### src/rtl/dmux8way_rr_arbiter.sv
// Round-robin arbiter that shares one dmux8way-routed resource among 8 requesters.
// Optional burst lock input is compiled in with `define DMUX8_ARB_LOCK_EN.
module dmux8way_rr_arbiter #(
  parameter int MAX_HOLD = 16
) (
  input  logic       clk,
  input  logic       rst_n,
  input  logic [7:0] req,
  input  logic       done,
`ifdef DMUX8_ARB_LOCK_EN
  input  logic       lock,
`endif
  output logic       in_valid,
  output logic [2:0] sel,
  output logic [7:0] gnt,
  output logic       busy,
  output logic       timeout
);

  localparam int CNT_W = $clog2(MAX_HOLD + 1);

  typedef enum logic [1:0] {
    IDLE,
    BUSY,
    RELEASE
  } state_t;

  state_t           state;
  logic [2:0]       ptr;
  logic [CNT_W-1:0] hold_cnt;

  logic [2:0]       winner;
  logic [2:0]       scan_idx;
  logic             found;
  logic             locked;
  logic             at_max;
  logic             owner_req;
  logic             done_rel;
  logic             max_rel;
  logic             release_now;
  logic             timeout_rel;

`ifdef DMUX8_ARB_LOCK_EN
  assign locked = lock;
`else
  assign locked = 1'b0;
`endif

  // Rotating priority scan: the first requester at or after ptr wins.
  always_comb begin
    found    = 1'b0;
    winner   = ptr;
    scan_idx = ptr;
    for (int i = 0; i < 8; i++) begin
      scan_idx = ptr + 3'(i);
      if (!found && req[scan_idx]) begin
        found  = 1'b1;
        winner = scan_idx;
      end
    end
  end

  // A held lock masks both the done and the hold-limit release paths.
  assign at_max      = (hold_cnt == CNT_W'(MAX_HOLD));
  assign owner_req   = req[sel];
  assign done_rel    = done && !locked;
  assign max_rel     = at_max && !locked;
  assign release_now = done_rel || !owner_req || max_rel;
  assign timeout_rel = max_rel && !done && owner_req;

  always_ff @(posedge clk or negedge rst_n) begin
    if (!rst_n) begin
      state    <= IDLE;
      ptr      <= 3'd0;
      sel      <= 3'd0;
      in_valid <= 1'b0;
      gnt      <= 8'h00;
      busy     <= 1'b0;
      timeout  <= 1'b0;
      hold_cnt <= '0;
    end else begin
      timeout <= 1'b0;
      case (state)
        IDLE: begin
          if (found) begin
            sel      <= winner;
            gnt      <= 8'(1) << winner;
            in_valid <= 1'b1;
            busy     <= 1'b1;
            hold_cnt <= CNT_W'(1);
            state    <= BUSY;
          end
        end
        BUSY: begin
          if (release_now) begin
            in_valid <= 1'b0;
            gnt      <= 8'h00;
            ptr      <= sel + 3'd1;
            timeout  <= timeout_rel;
            state    <= RELEASE;
          end else if (!at_max) begin
            hold_cnt <= hold_cnt + CNT_W'(1);
          end
        end
        RELEASE: begin
          busy  <= 1'b0;
          state <= IDLE;
        end
        default: begin
          state <= IDLE;
        end
      endcase
    end
  end

`ifndef SYNTHESIS
  // gnt is a registered copy of the decoded sel, so the two must never disagree.
  assert property (@(posedge clk) disable iff (!rst_n)
    gnt == (in_valid ? (8'(1) << sel) : 8'h00));
  assert property (@(posedge clk) disable iff (!rst_n) in_valid |-> busy);
`endif

endmodule
### config.mk
export PLATFORM = sky130hd
export DESIGN_NAME = dmux8way_rr_arbiter
export DESIGN_NICKNAME = d
export VERILOG_FILES = /design/src/rtl/dmux8way_rr_arbiter.sv
export SDC_FILE = /design/constraint.sdc
export NUM_CORES = 1
export LEC_CHECK = 0
export BUFFER_PORTS_ARGS = -buffer_cell sky130_fd_sc_hd__buf_2
export CAP_MARGIN = 20
export CELL_PAD_IN_SITES_DETAIL_PLACEMENT = 1
export CELL_PAD_IN_SITES_GLOBAL_PLACEMENT = 1
export CORE_UTILIZATION = 45
export DETAILED_ROUTE_END_ITERATION = 7
export PLACE_DENSITY = 0.9
export SLEW_MARGIN = 10
export SYNTH_ARGS = -nofsm -noshare
export SYNTH_HDL_FRONTEND = slang
export SYNTH_SLANG_ARGS = --single-unit
### constraint.sdc
create_clock -name clk -period 4.6 [get_ports clk]
set_input_delay 0 -clock clk [delete_from_list [all_inputs] [get_ports clk]]
set_output_delay 0 -clock clk [all_outputs]
set_load 0.01 [all_outputs]
# [After elaboration in Yosys (flattened, before gate mapping)]
# Index checks and enable logic that the tools add are counted.
[totals] register_bits=24 inputBits=11 word_cells=112
[op_classes] n_addsub=9 magnitude_cmp=9 n_eq_ne=7 shift=1 mux=49 reduce_logical=29
[op_table] op="$lt 3x4->1 const B" n=9
[op_table] op="$bmux 1 s3" n=9
[op_table] op="$mux 1" n=21
[op_table] op="$mux 3" n=7
[op_table] op="$mux 8" n=2
[op_table] op="$pmux 8 s2" n=1
[op_table] op="$mux 5" n=3
[op_table] op="$add 3x3->3 const B" n=4
[op_table] op="$pmux 5 s2" n=1
[op_table] op="$logic_and 1x1->1" n=9
[op_table] op="$logic_not 1->1" n=9
[op_table] op="$ne 2x2->1 const B" n=4
[op_table] op="$reduce_and 2->1" n=4
[op_table] op="$shl 1x3->8 const A" n=1
[op_table] op="$add 3x1->3 const B" n=2
[op_table] op="$add 3x2->3 const B" n=2
[op_table] op="$add 5x1->5 const B" n=1
[op_table] op="$eq 5x5->1 const B" n=1
[op_table] op="$mux 2" n=2
[op_table] op="$pmux 1 s2" n=2
[op_table] op="$pmux 2 s2" n=1
[op_table] op="$reduce_and 4->1" n=1
[op_table] op="$reduce_bool 2->1" n=2
[op_table] op="$reduce_and 3->1" n=1
[op_table] op="other kinds (4)" n=5

# [Logic depth before layout (Yosys ltp)]
[logic_depth] ltp_word=27 mapped_depth=13 depth_no_buf=10

# [Worst setup path before layout]
# OpenSTA, ideal clock, no wires.
[synth_timing] path_kind="register -> register" startpoint="reg ptr[1]" endpoint="reg gnt[4]" setup_time_ns=0.122 arrival_ns=3.088 setup_slack_ns=1.391 stages_incl_launch_ff=12 n_path_buf=2 period_less_slack_ns=3.209 path_cell_list="dfrtp_1 > buf_2 > inv_1 > ha_1 > buf_6 > mux2_1 > mux4_2 > o32a_4 > a2111oi_2 > o21ai_0 > a21o_1 > a32o_1"
[synth_via] elab_chain_cells=27
[synth_lines] element="from (decl)" line_no="29" rtl="logic [2:0] ptr;"
[synth_lines] element="from (signal assigned)" line_no="98" rtl="ptr <= sel + 3'd1;"
[synth_lines] element="parallel branches: the longest is 27 deep, another holds $add 3x1->3"
[synth_lines] element="to (signal assigned)" line_no="87" rtl="gnt <= 8'(1) << winner;"
[synth_lines] element="to (decl)" line_no="15" rtl="output logic [7:0] gnt,"
# Parallel ways; which one is timed is not known. The select of a mux whose other input is x is not followed.
# A chain may end at the register's enable or synchronous reset.

# [Worst setup path after layout]
[layout_timing] startpoint="reg ptr[0]" endpoint="reg gnt[2]"
# The elaborated chain is that of the path after synthesis.

==> flow_metrics.tcl <==
set metrics [dict create \
    gp_congestion 0.951 \
    hold_class "primary input to flip-flop" \
    synth.cell_area_mm2 0.00193 \
    critPathArrivalTime_ns 4.12 \
    post-route-period-util_pct 84.9 \
    final_nets 236 \
    synth_edf_count 0 \
    cts.repair.resized 0 \
    worstHoldPathCells 4 \
    crit_fanout 10 \
    ant_nets 0 \
    clkTransAtPathRegs_ns 0.08 \
    dieArea_mm2 0.00455 \
    pin_count 25 \
    slew_headroom_pct 58.9 \
    start_util_pct 47.5 \
    n_antenna_cell 0 \
    area_delta_synth_final_pct 10.2 \
    final_cell_mix "dfrtp_1, buf_2, nand2_1, nor2_1, a21oi_1" \
    post-place-cells 264 \
    reg2reg_depth 11 \
    wl_per_cell_um 20.2 \
    post-cts-setup-buffers 0 \
    busiest_layer "met2" \
    use_met1_pct 36.9 \
    synth-async-reset-ratio_pct 100 \
    cts_tree "built" \
    synthCells 195 \
    clockRootBuffer "clkbuf_8" \
    avgSynthCellArea_um2 9.89 \
    grt_usage_pct 27.0 \
    insertion_delay_ns 0.27 \
    yosys_warnings 0 \
    drc 0 \
    via_count 1702 \
    fmax_mhz 256 \
    core_mm2 0.00406 \
    cts_buffer_depth 2 \
    critPathLaunchType "flip-flop" \
    num_rows 23 \
    post-route-util_pct 52.4 \
    overflow 0 \
    port_buffers 24 \
    tns_ns 0 \
    die_x_um 67.5 \
    grt_util_met3_pct 4.39 \
    postSynthRegisterBits 24 \
    cts_sinks 24 \
    fill_cells 479 \
    crit_type "flip-flop to flip-flop" \
    worstPathRequired_ns 4.81 \
    chipHeight_um 67.5 \
    slew_violations 0 \
    critPathCaptureType "flip-flop" \
    drtIter0Drc 93 \
    drive_gt1_share_pct 25.2 \
    fin_crit_ns 3.91 \
    rsz0062_at_grt "no" \
    instances_no_fill 268 \
    grtUsageMet2_pct 41.7 \
    grt_pass1_wl_mm 8.91 \
    worst_pin_slew_ns 0.616 \
    vias_per_cell 6.35 \
    drt_wl_total_mm 5.42 \
    synthFlopType "dfrtp_1" \
    cts_buffers 3 \
    synthesis.nets 211 \
    grt_max_degree 25 \
    hpwl_mm 4.09 \
    first_pass_iters 4 \
    h-tree-depth 1 \
    final-setup-viol-count 0 \
    grt_pass1_vias 1713 \
    hold_viol 0 \
    synth_cell_type_count 51 \
    synth-seq-area-share_pct 31.1 \
    drv_cap 0 \
    outcome "finished clean" \
    antenna_found_initial 0 \
    finalClockSkew_ns 0.00315 \
]
## registers in the layout, indices dropped and copies added, names as in the netlist
signal / count
gnt: 8
hold_cnt: 5
ptr: 3
sel: 3
state: 2
busy: 1
in_valid: 1
timeout: 1
## critical path, cell delays in order, from the launching register on
cell	delay, ns
dfrtp_1	0.34
buf_4	0.21
clkinv_2	0.16
ha_1	0.60
mux2_1	0.40
mux4_2	0.50
o32a_4	0.38
nor2_1	0.16
o221a_2	0.23
a31oi_1	0.06
a221oi_1	0.53
a32o_1	0.27
## Yosys cell counts, types with 3 or more instances
library cell  instances  share of area [%]
mux4_2               10                 12
o21ai_1               5                1.3
mux2i_1               3                1.6
nand2_1              21                4.1
ha_1                  5                3.2
and2_1                5                1.6
a32o_1                8                4.2
o21ai_0               9                2.3
mux2_1                3                1.8
inv_1                10                1.9
a21oi_1              14                3.6
nor3_1                4                1.0
nand3_1               6                1.6
xor2_1                4                1.8
nor2_1               16                3.1
dfrtp_1              24                 31
## per-layer routing
| layer | vias up | share of wire [%] | routed length (µm) |
|---|---|---|---|
| met2 | 57 | 48 | 2620 |
| met3 | 17 | 3.9 | 211 |
| met4 | 0 | 3.1 | 167 |
| li1 | 774 | - | - |
| met5 | - | 0 | 0 |
| met1 | 854 | 45 | 2430 |
## kinds of logic after synthesis
logic type,synth area share [%]
AOI/OAI and AO/OA,20.8
and+or+nand+nor,18.0
adders and majority gates,3.24
buffers and inverters,4.86
xor gates and xnor gates,2.72
muxes,19.2
DFF,31.1
## timing repair
action | CTS | global route
endpoints found under the hold margin | 24 | 0
hold buffers | 1 | 0
setup endpoints to repair | 0 | 0
## path summary, 6_finish.rpt
| kind | from | slack [ns] | end |
|---|---|---|---|
| setup reg to reg | ptr[0] | 0.69 | gnt[2] |
| hold reg to reg | hold_cnt[4] | 0.49 | hold_cnt[4] |
| max in group asynchronous | rst_n | 4.00 | timeout |
| hold / removal | done | 0.05 | timeout |
| min in group asynchronous | rst_n | 0.24 | gnt[2] |
| setup / recovery | ptr[0] | 0.69 | gnt[2] |
## per-stage QoR
stage	hold WS [ns]	instance area, µm²	setup slack, ns
finish	0.0510	2130	0.694
global route	0.0799	2130	0.487
CTS	0.0414	2130	0.747
detailed placement	0.0115	2080	0.842
global placement	0.00807	2080	0.984
floorplan	-0.296	1930	1.39
## cell type report
| type | instances | area [µm²] | area share [%] |
|---|---|---|---|
| Multi-Input combinational cell | 153 | 1230 | 58.1 |
| Sequential cell | 24 | 601 | 28.2 |
| Clock buffer | 3 | 41.3 | 1.94 |
| Timing Repair Buffer | 27 | 145 | 6.82 |
| Inverter | 11 | 42.5 | 2.00 |
| Tap cell | 50 | 62.6 | 2.94 |
Power is not shown: default switching activity piles up to over one toggle a cycle in this logic, so the estimate is an artifact.
